`src/rtl/demux_12_stream.sv`:
```
// demux_12_stream: 1-to-2 packet stream demultiplexer with one registered
// output stage.
//
// Routing: the destination comes from sel_in on the first beat of a packet.
// It is then locked until the beat carrying last_in. All other beats of the
// packet follow the first beat, whatever sel_in shows on them.
//
// Optional feature: define DEMUX_CNT_EN to add the per-port completed-packet
// counters a_pkt_cnt_out / b_pkt_cnt_out. These are 16 bits wide and wrap.
//
// Ports:
//   clk, rst                     clock, asynchronous active-high reset
//   data_in, valid_in, last_in   upstream beat
//   sel_in                       destination of a first beat (0 = A, 1 = B)
//   ready_out                    upstream ready (combinational from port ready)
//   a_data_out/a_valid_out/a_last_out, a_ready_in   port A stream
//   b_data_out/b_valid_out/b_last_out, b_ready_in   port B stream
//   a_pkt_cnt_out, b_pkt_cnt_out completed packets per port (DEMUX_CNT_EN)
module demux_12_stream #(
    parameter int DATA_W = 8
) (
    input  logic              clk,
    input  logic              rst,
    input  logic [DATA_W-1:0] data_in,
    input  logic              valid_in,
    input  logic              last_in,
    input  logic              sel_in,
    output logic              ready_out,
    output logic [DATA_W-1:0] a_data_out,
    output logic              a_valid_out,
    output logic              a_last_out,
    input  logic              a_ready_in,
    output logic [DATA_W-1:0] b_data_out,
    output logic              b_valid_out,
    output logic              b_last_out,
    input  logic              b_ready_in
`ifdef DEMUX_CNT_EN
    ,
    output logic [15:0]       a_pkt_cnt_out,
    output logic [15:0]       b_pkt_cnt_out
`endif
);

    localparam logic [1:0] IDLE   = 2'd0;
    localparam logic [1:0] LOCK_A = 2'd1;
    localparam logic [1:0] LOCK_B = 2'd2;

    logic [1:0]        state;
    logic [1:0]        state_nxt;
    logic              out_vld;
    logic [DATA_W-1:0] out_data;
    logic              out_last;
    logic              out_dst;
    logic              pop;
    logic              accept;
    logic              in_dst;

    // Only the port that the held beat targets can drain the register.
    assign pop       = out_vld && (out_dst ? b_ready_in : a_ready_in);
    assign ready_out = !out_vld || pop;
    assign accept    = valid_in && ready_out;

    // In a locked state the destination ignores sel_in.
    always_comb begin
        in_dst = sel_in;
        case (state)
            LOCK_A:  in_dst = 1'b0;
            LOCK_B:  in_dst = 1'b1;
            default: in_dst = sel_in;
        endcase
    end

    always_comb begin
        state_nxt = state;
        if (accept) begin
            if (last_in)
                state_nxt = IDLE;
            else if (state == IDLE)
                state_nxt = sel_in ? LOCK_B : LOCK_A;
        end
    end

    always_ff @(posedge clk or posedge rst) begin
        if (rst)
            state <= IDLE;
        else
            state <= state_nxt;
    end

    // A pop and an accept in the same cycle reload the register directly,
    // so no bubble is inserted. A beat with no pop and no accept is held.
    always_ff @(posedge clk or posedge rst) begin
        if (rst) begin
            out_vld  <= 1'b0;
            out_data <= '0;
            out_last <= 1'b0;
            out_dst  <= 1'b0;
        end else if (accept) begin
            out_vld  <= 1'b1;
            out_data <= data_in;
            out_last <= last_in;
            out_dst  <= in_dst;
        end else if (pop) begin
            out_vld  <= 1'b0;
        end
    end

    assign a_data_out  = out_data;
    assign a_last_out  = out_last;
    assign a_valid_out = out_vld && !out_dst;
    assign b_data_out  = out_data;
    assign b_last_out  = out_last;
    assign b_valid_out = out_vld && out_dst;

`ifdef DEMUX_CNT_EN
    // A packet counts as complete when its last beat leaves the block.
    always_ff @(posedge clk or posedge rst) begin
        if (rst) begin
            a_pkt_cnt_out <= '0;
            b_pkt_cnt_out <= '0;
        end else if (pop && out_last) begin
            if (out_dst)
                b_pkt_cnt_out <= b_pkt_cnt_out + 16'd1;
            else
                a_pkt_cnt_out <= a_pkt_cnt_out + 16'd1;
        end
    end
`endif

endmodule

```
`config.mk`:
```
export PLATFORM = sky130hd
export DESIGN_NAME = demux_12_stream
export DESIGN_NICKNAME = d
export VERILOG_FILES = /design/src/rtl/demux_12_stream.sv
export SDC_FILE = /design/constraint.sdc
export NUM_CORES = 1
export LEC_CHECK = 0
export BUFFER_PORTS_ARGS = -buffer_cell sky130_fd_sc_hd__clkbuf_2
export CAP_MARGIN = 20
export CORE_ASPECT_RATIO = 1.4
export CORE_MARGIN = 2
export CORE_UTILIZATION = 35
export DETAILED_ROUTE_END_ITERATION = 12
export PLACE_DENSITY = 0.74
export SLEW_MARGIN = 25
export SYNTH_ARGS = -nofsm -noshare
export SYNTH_HDL_FRONTEND = slang
export SYNTH_SLANG_ARGS = --single-unit
```
`constraint.sdc`:
```
create_clock -name clk -period 1.3 [get_ports clk]
set_input_delay 0.195 -clock clk [delete_from_list [all_inputs] [get_ports clk]]
set_output_delay 0.195 -clock clk [all_outputs]
set_load 0.01 [all_outputs]
```
==> impl_metrics.tcl <==
set metrics [dict create \
    status "finished, violations left" \
    violations "negative setup slack" \
    grt_overflow_total 0 \
    clock_skew_ps 1.48 \
    cts_sinks 13 \
    io_buffers 35 \
    synth.area.top_cells "dfrtp_1, mux2_4, buf_4" \
    setup_tns_ps -762 \
    wl_um 1270 \
    ctsLongestPathBuffers 2 \
    total_power_mw 1.94 \
    slowest_stage "dfrtp_1" \
    finalCritPeriodShare_pct 110 \
    nNetsFinal 112 \
    cts_tree "done" \
    cap_violations 0 \
    vias_per_cell 4.63 \
    die-area_um2 2380 \
    layout-drive-gt1-share_pct 71.3 \
    syn_area_um2 699 \
    p_per_area_nw_per_um2 1930 \
    gp_congestion 0.687 \
    setup_violations 13 \
    maxSlewViolCount 0 \
    ir_worst_vdd_v 0.00104 \
    yosys_warnings 0 \
    vias 532 \
    holdCritPathClass "in2reg" \
    fin_util_pct 52.1 \
    multi_input_area_um2 322 \
    first_pass_iters 3 \
    path_buf_inv 2 \
    dpl_cell_area_um2 875 \
    tightest_slew_ps 490 \
    period_needed_ps 1430 \
    synth_cell_types 21 \
    drtIter0Drc 11 \
    criticalPathCategory "reg2out" \
    clk_latency_ps 260 \
    critPathMaxStageDelay_ps 390 \
    max_freq_mhz 699 \
    path_depth 4 \
    cts_root_buffer "clkbuf_4" \
    layout.area.seq_um2 325 \
    syn_inst 53 \
    core-area_um2 1930 \
    final_area_um2 1000 \
    drc 0 \
    grt_pass1_wl_um 2070 \
    end_kind "primary output" \
    arrival_ps 1240 \
    start_kind "register" \
    dr.max_layer_used "met3" \
    ioPinCount 36 \
    wl_met2_um 695 \
    fillCellCount 170 \
    grt_pass1_vias 471 \
    p_leak_nw 0.527 \
    clk_pin_slew_ps 80 \
    start_util_pct 36.3 \
    rsz0062_at_grt "yes" \
    cp_max_fo 2 \
    numCtsBuffers 3 \
    syn_to_final_growth_pct 43.5 \
    die_h_um 56.9 \
    postLayoutSetupSlackWorst_ps -132 \
    htree_levels 1 \
    num_antenna_cells 0 \
    slew_headroom_pct 67.3 \
    std_cell_rows 19 \
    hold_depth 2 \
    wl_per_cell_um 11.1 \
    dp_hpwl_um 975 \
    final-hold-violation-count 0 \
    antenna_found_initial 0 \
    die_w_um 41.8 \
    wl_met1_um 515 \
    crit_family "flip-flops" \
    yosysSeqAreaShare_pct 46.5 \
    synth_top_area_cell "dfrtp_1" \
    synthesis.nets 70 \
    yosys.area.top_type_share_pct 46.5 \
    required_ps 1110 \
    wl_met3_um 62 \
    grtUsageTotal_pct 11.3 \
    ff2ff_path_depth 4 \
    avgSynthCellArea_um2 13.2 \
    grt_max_degree 14 \
    detail-route-antenna-nets 0 \
    synth-seq-cells 13 \
    path_cells "mux2i_2 > buf_4 > nand2_4 > buf_6" \
]
through the flow:
step                      std cells  setup slack, ps  hold WS [ps]
final                           115             -132           158
after detailed placement        106            -67.3           226
after global placement          106            -40.1           222
after CTS                       114             -137           149
after global routing            115             -231           142
after floorplan                  53            -56.0          72.0
state kept, by name (all words and copies together) (netlist names):
signal      flops
a_data_out      8
a_last_out      1
out_dst         1
out_vld         1
state           2
layout by cell type, fill, tap and decap left out:
cell type | netlist | layout
nand2_4 | 0 | 1
o211ai_1 | 1 | 1
buf_4 | 9 | 6
clkbuf_1 | 0 | 1
or3_1 | 1 | 1
inv_1 | 3 | 1
a21boi_2 | 1 | 1
and2_1 | 1 | 1
ha_4 | 0 | 1
o2bb2ai_2 | 0 | 1
dlygate4sd3_1 | 0 | 1
o21ai_0 | 1 | 1
a21o_1 | 1 | 1
mux2i_2 | 1 | 1
ha_1 | 2 | 1
nand2b_1 | 1 | 1
mux2_4 | 8 | 11
clkbuf_2 | 0 | 33
nand4b_1 | 1 | 1
and2b_1 | 1 | 1
dfrtp_1 | 13 | 13
buf_2 | 0 | 1
buf_6 | 1 | 6
clkbuf_4 | 0 | 3
nor3b_1 | 1 | 1
a21oi_1 | 1 | 1
inv_2 | 0 | 2
synthesized netlist by cell type:
master and n:
dfrtp_1 13, buf_4 9, mux2_4 8, inv_1 3, mux2_2 3, ha_1 2
a21boi_2 1, a21o_1 1, a21oi_1 1, and2_1 1, and2b_1 1, buf_6 1
mux2i_2 1, nand2_1 1, nand2b_1 1, nand4b_1 1, nor3b_1 1, o211ai_1 1
o21ai_0 1, o2bb2ai_1 1, or3_1 1
kinds of logic after synthesis:
kind of cell / count (synthesis) / share of synthesized area (%)
adder cells (fa/ha/maj): 2 / 3.58
flip-flops: 13 / 46.5
buffers and inverters: 13 / 12.9
AO/OA/AOI/OAI: 6 / 6.44
AND/OR/NAND/NOR: 7 / 6.62
multiplexers: 12 / 24.0
where the power goes:
part	leakage [nW]	switching, mW	internal [mW]
logic	0.358	0.430	0.633
clock network	0.0150	0.123	0.118
registers	0.154	0.0982	0.539
total	0.527	0.651	1.29
worst paths after layout:
check                                          startpoint                         to  slack [ps]
worst max-delay path                  out_dst$_DFFE_PP0P_                  ready_out        -130
worst min-delay path                           data_in[2]  a_data_out[2]$_DFFE_PP0P_         160
worst max register to register        out_dst$_DFFE_PP0P_  a_data_out[3]$_DFFE_PP0P_         -50
worst min register to register  a_data_out[2]$_DFFE_PP0P_  a_data_out[2]$_DFFE_PP0P_         540
max in group asynchronous                             rst  a_data_out[7]$_DFFE_PP0P_         500
min in group asynchronous                             rst     a_last_out$_DFFE_PP0P_         470
per-layer routing:
metal,vias to the layer above,global-route usage (%)
met2,16,19.0
met5,-,0
met3,0,2.89
li1,258,-
met4,0,2.76
met1,258,14.3
what timing repair did:
item,in CTS,in global routing
pin swaps,1,1
buffers inserted,3,1
gates resized for setup,10,7
setup endpoints to repair,12,15
hold endpoints to repair,13,0
hold buffers,1,0
cell type report:
type | count | area share [%]
sequential | 13 | 32.4
multi-input combinational | 27 | 32.0
timing repair buffer | 47 | 29.2
clock buffer | 4 | 2.62
tap | 21 | 2.62
inverter | 3 | 1.12
Power figures use the tool's default switching activity.
